<file path="src/rtl/hilo_unit.sv">
// HI/LO register owner: captures multiply/divide results, holds them through a
// modelled latency, services MTHI/MTLO/MFHI/MFLO and stalls the pipe meanwhile.
module hilo_unit #(
   parameter int unsigned MUL_LAT = 4,
   parameter int unsigned DIV_LAT = 16,
   parameter int unsigned CNT_W   = 5
) (
   input  logic        clk,
   input  logic        rst,
   input  logic        en,
   input  logic [3:0]  ALU_OP,
   input  logic [31:0] Y,
   input  logic [31:0] Result,
   input  logic [31:0] Result2,
   input  logic [2:0]  HiLo_OP,
   input  logic [31:0] WData,
   input  logic        cancel,
   output logic [31:0] RData,
   output logic        Stall,
   output logic        Busy,
   output logic        DivZero
);

   localparam logic [3:0] OP_MUL  = 4'd3;
   localparam logic [3:0] OP_DIV  = 4'd4;
   localparam logic [2:0] HL_MTHI = 3'd1;
   localparam logic [2:0] HL_MTLO = 3'd2;
   localparam logic [2:0] HL_MFHI = 3'd3;
   localparam logic [2:0] HL_MFLO = 3'd4;

   localparam logic [CNT_W-1:0] MUL_CNT = CNT_W'(MUL_LAT - 1);
   localparam logic [CNT_W-1:0] DIV_CNT = CNT_W'(DIV_LAT - 1);

   typedef enum logic {
      IDLE = 1'b0,
      BUSY = 1'b1
   } state_t;

   state_t           state;
   logic [31:0]      hi;
   logic [31:0]      lo;
   logic [31:0]      phi;
   logic [31:0]      plo;
   logic [CNT_W-1:0] cnt;
   logic             div_zero;

   logic is_md;
   logic hl_use;
   logic issue;
   logic accept;
   logic div0;

   assign is_md  = (ALU_OP == OP_MUL) || (ALU_OP == OP_DIV);
   assign hl_use = (HiLo_OP >= HL_MTHI) && (HiLo_OP <= HL_MFLO);

   assign Busy    = (state == BUSY);
   assign Stall   = Busy & en & (hl_use | is_md);
   assign issue   = en & ~Stall;
   assign accept  = (state == IDLE) & en & is_md & ~cancel;
   assign div0    = accept & (ALU_OP == OP_DIV) & (Y == 32'd0);
   assign DivZero = div_zero;

   // MFHI/MFLO read the current architectural value; zero when not issuing
   always_comb begin
      RData = 32'd0;
      if (issue) begin
         if (HiLo_OP == HL_MFHI)      RData = hi;
         else if (HiLo_OP == HL_MFLO) RData = lo;
      end
   end

   always_ff @(posedge clk or posedge rst) begin
      if (rst) begin
         state    <= IDLE;
         hi       <= 32'd0;
         lo       <= 32'd0;
         phi      <= 32'd0;
         plo      <= 32'd0;
         cnt      <= '0;
         div_zero <= 1'b0;
      end else begin
         div_zero <= div0;

         // MT writes can only issue while no result is pending, so they never
         // collide with a commit
         if (issue && HiLo_OP == HL_MTHI) hi <= WData;
         if (issue && HiLo_OP == HL_MTLO) lo <= WData;

         case (state)
            IDLE: begin
               if (accept && !div0) begin
                  phi   <= Result2;
                  plo   <= Result;
                  cnt   <= (ALU_OP == OP_MUL) ? MUL_CNT : DIV_CNT;
                  state <= BUSY;
               end
            end
            BUSY: begin
               // cancel beats commit in the same cycle
               if (cancel) begin
                  phi   <= 32'd0;
                  plo   <= 32'd0;
                  state <= IDLE;
               end else if (cnt == '0) begin
                  hi    <= phi;
                  lo    <= plo;
                  state <= IDLE;
               end else begin
                  cnt <= cnt - CNT_W'(1);
               end
            end
            default: state <= IDLE;
         endcase
      end
   end

endmodule
</file>
<file path="config.mk">
export PLATFORM = sky130hd
export DESIGN_NAME = hilo_unit
export DESIGN_NICKNAME = d
export VERILOG_FILES = /design/src/rtl/hilo_unit.sv
export SDC_FILE = /design/constraint.sdc
export NUM_CORES = 1
export LEC_CHECK = 0
export CAP_MARGIN = 20
export CORE_UTILIZATION = 35
export CTS_CLUSTER_DIAMETER = 200
export DETAILED_ROUTE_END_ITERATION = 10
export SYNTH_ARGS = -nofsm -noshare
export SYNTH_HDL_FRONTEND = slang
export SYNTH_SLANG_ARGS = --single-unit
</file>
<file path="constraint.sdc">
create_clock -name clk -period 6.1 [get_ports clk]
set_input_delay 0.915 -clock clk [delete_from_list [all_inputs] [get_ports clk]]
set_output_delay 0.915 -clock clk [all_outputs]
set_load 0.1 [all_outputs]
</file>
==> summary.txt <==
Setup path
  – Critical Path End Type: output port
  – Gate family responsible for the most delay along the worst path: simple AND/OR/NAND/NOR gates
  – Data required time at the worst endpoint: 5.18 ns
  – Setup slack of the most critical reg-to-reg path: 3.62 ns
  – Type of origin of the critical path: input pin
  – Maximum net fanout on the critical path: 17
  – Worst R2R End: phi[11]
  – CP bufs+invs: 3
  – Chain of cells forming the critical path: clkdlybuf4s50_1, or4b_2, nand2_2, o21ai_0, nand2_1, buf_4, nor2_1, buf_4
  – Crit path kind: input pin to output port
  – Launch point of the worst path: ALU_OP[0]
  – Arrival time worst endpoint: 3.62 ns
  – Cell mode on critical path: buf_4
  – Critical path depth in cells: 8
  – Highest-delay cell along the critical path: or4b_2
  – CP peak stage delay: 0.70 ns
  – Worst R2R Path Depth: 6
  – RR Startpoint: Busy
  – Critical path capture point: RData[28]

Synthesis
  – Mean instance size in the synthesized netlist: 11.0 um2
  – Most used flip-flop cell after synthesis: dfrtp_1
  – Share of Yosys cell area claimed by the top area cell type: 53.9%
  – Sequential area share after synthesis: 53.9%
  – Register bit count reported by yosys: 135
  – Largest cells by area after synthesis: dfrtp_1 54%, mux2i_1 10%, a22o_1 8.9%, nor2_1 6.2%, a21oi_1 5.2%
  – Net count after synthesis: 708
  – Number of enable flip-flop cells after synthesis: 0
  – Async set or reset register ratio after synthesis: 100%
  – Number of warnings issued by yosys: 0
  – Area leader, netlist: dfrtp_1
  – Gate count after technology mapping: 568
  – Cell area after synthesis: 0.00627 mm2
  – Library cells used by synthesis: 38

Power
  – Maximum VDD drop: 0.000189 V
  – Total internal power: 1900 uW
  – Power per standard cell area: 308 mW/mm2
  – Leak pwr: 0.00378 uW
  – Clock power frac: 34.8%
  – Net switching component of the power: 764 uW
  – Combinational power share: 19.4%
  – Net switching share of the total power: 28.7%
  – Sequential power share: 45.7%

Timing
  – Final critical delay including setup and external delays: 4.53 ns
  – Setup-failing EPs final: 0
  – Upper clock frequency limit: 221 MHz
  – Actual slew at the worst max-slew pin: 0.976 ns
  – Worst hold margin: 0.498 ns
  – Largest clock skew in the final design: 0.0101 ns
  – Max Transition Viols Final: 0
  – Final Hold Violating Endpoints: 0
  – Final worst-path cycle share: 74.3%
  – Final Worst Setup Slack: 1.57 ns
  – Worst slew margin relative to its limit: 34.7%
  – Setup tns final: 0 ns
  – Setup repair after global routing missed its margin: false

Worst hold path
  – Number of cells on the worst hold path: 1
  – Class of the tightest hold or removal check: flip-flop to flip-flop

Placement
  – Placed cell area: 0.00806 mm2
  – Number of placed cells counting well taps: 932
  – Setup WS pre-CTS: 1.56 ns
  – Number of port buffers: 173
  – Final RePlAce weighted congestion: 0.794
  – HPWL after detailed placement: 11.4 mm

Layout
  – Number of fill cells: 1588
  – Area of all placed cells without fillers: 0.00863 mm2
  – Most frequent standard cell in the layout excluding fill and tap cells: clkdlybuf4s50_1
  – Share of cells above drive strength 1: 12.4%
  – Top library cells by usage in the layout, fill and taps aside: 141 x clkdlybuf4s50_1, 135 x dfrtp_1, 103 x nor2_1
  – Antenna diode instance count: 0
  – Combined area of the multi-input logic cells: 0.00262 mm2
  – Post-Layout Cell Count: 965
  – Post-layout nets: 867
  – Sequential Area: 0.00338 mm2
  – Area added between synthesis and finish: 37.7%

Drt
  – # DRC: 0
  – Via count of the routed design: 5114
  – Router iterations before antenna repair: 5
  – Via density per instance: 5.30
  – Routed wire length per instance: 17.7 um
  – Number of violations reported at the end of detailed-routing iteration 0: 265
  – Total wirelength of the detailed-routed design: 17.0 mm
  – Post-detailed-route count of antenna-violating nets: 0

Run
  – MaxCap Viol Count: 0

Clock tree
  – Level count of the clock H-tree: 4
  – Clock tree from TritonCTS: done
  – CTS root buf: clkbuf_16
  – Insertion delay of the later-clocked pin in the worst-skew pair: 0.41 ns
  – Clock tree sinks: 135
  – Post_cts resized: 0
  – Clock-pin slew on the worst setup and hold paths: 0.06 ns
  – Bufs on Longest Clock Path: 2
  – Post CTS Setup Buffer Count: 0
  – Count of hold buffers inserted by post-cts repair: 0
  – Number of CTS-inserted buffers: 17

Die
  – Core region area: 0.0174 mm2
  – Starting Density: 36.0%
  – Core Rows: 48
  – Height of the die: 136 um
  – Chip width: 136 um
  – Ports placed on the boundary: 174
  – Die Outline Area: 0.0184 mm2

GRT
  – Vias in the first global route: 5219
  – Initial antenna violation count: 0
  – Global-route usage over all layers: 18.9%
  – Global-route wire length before repair: 26.6 mm
  – Total congestion overflow: 0
  – Maximum number of pins on one net before global-route repair: 85

Outcome
  – Status: finished, final reports clean
-- Yosys cell counts (2+ instances only) --
library cell and count:
buf_4 10, mux2i_1 64, xnor2_1 2, nand2b_1 3, a21oi_1 65, buf_6 6, a22o_1 64, buf_2 7
mux2_2 4, nand2_1 4, clkbuf_1 18, nand4_1 4, nand3_1 2, nor3_1 3, a22oi_1 32, buf_1 4
nor4_1 15, nor4b_4 2, inv_1 4, nor2_1 103, dfrtp_1 135
-- how the worst min path moves through the flow --
stage,startpoint,slack (ns),endpoint
floorplan,phi[0],0.47,phi[0]
global placement,phi[26],0.48,phi[26]
finish,phi[20],0.50,phi[20]
detailed placement,phi[19],0.48,phi[19]
global route,plo[24],0.51,plo[24]
CTS,phi[14],0.50,phi[14]
-- routing by layer --
| layer | vias to the layer above | track usage (%) | part of all wire [%] |
|---|---|---|---|
| li1 | 2408 | - | - |
| met1 | 2488 | 24.7 | 44 |
| met2 | 196 | 30.4 | 47 |
| met3 | 22 | 4.55 | 7.0 |
| met4 | 0 | 6.93 | 1.5 |
| met5 | - | 0 | 0 |
-- sequential cells by signal, indices dropped and copies added (netlist names) --
register  flops
hi           32
lo           32
phi          32
plo          32
cnt           5
Busy          1
DivZero       1
-- power by group through the flow --
stage               combinational, uW  sequential (uW)  clock, uW
floorplan                         350             1200          0
global placement                  504             1220          0
detailed placement                521             1230          0
CTS                               524             1220        951
global route                      566             1240        989
finish                            518             1220        927
-- layout make-up --
| class | count | area share (%) |
|---|---|---|
| multi-input cells | 383 | 30.4 |
| repair buffers | 185 | 20.6 |
| well taps | 225 | 3.26 |
| clock inverters | 12 | 1.10 |
| inverters | 5 | 0.275 |
| clock buffers | 20 | 5.18 |
| flip-flops and latches | 135 | 39.1 |
-- per-stage QoR --
stage	total power (uW)	utilization (%)
detailed placement	1750	46.3
CTS	2690	49.4
floorplan	1550	-
global route	2800	49.6
global placement	1720	46.1
finish	2660	49.6
-- cell families (layout without fill, tap and decap cells) --
group                      after synthesis  in the layout  synth area share, %
and+or+nand+nor                        146            146                 11.4
adders and majority gates                1              1                0.200
AOI/OAI and AO/OA                      166            166                 18.8
xor gates and xnor gates                 2              2                0.280
buffers and inverters                   50            222                 4.45
DFF                                    135            135                 53.9
muxes                                   68             68                 10.9
Note: power is estimated with default switching activity, not from simulation.
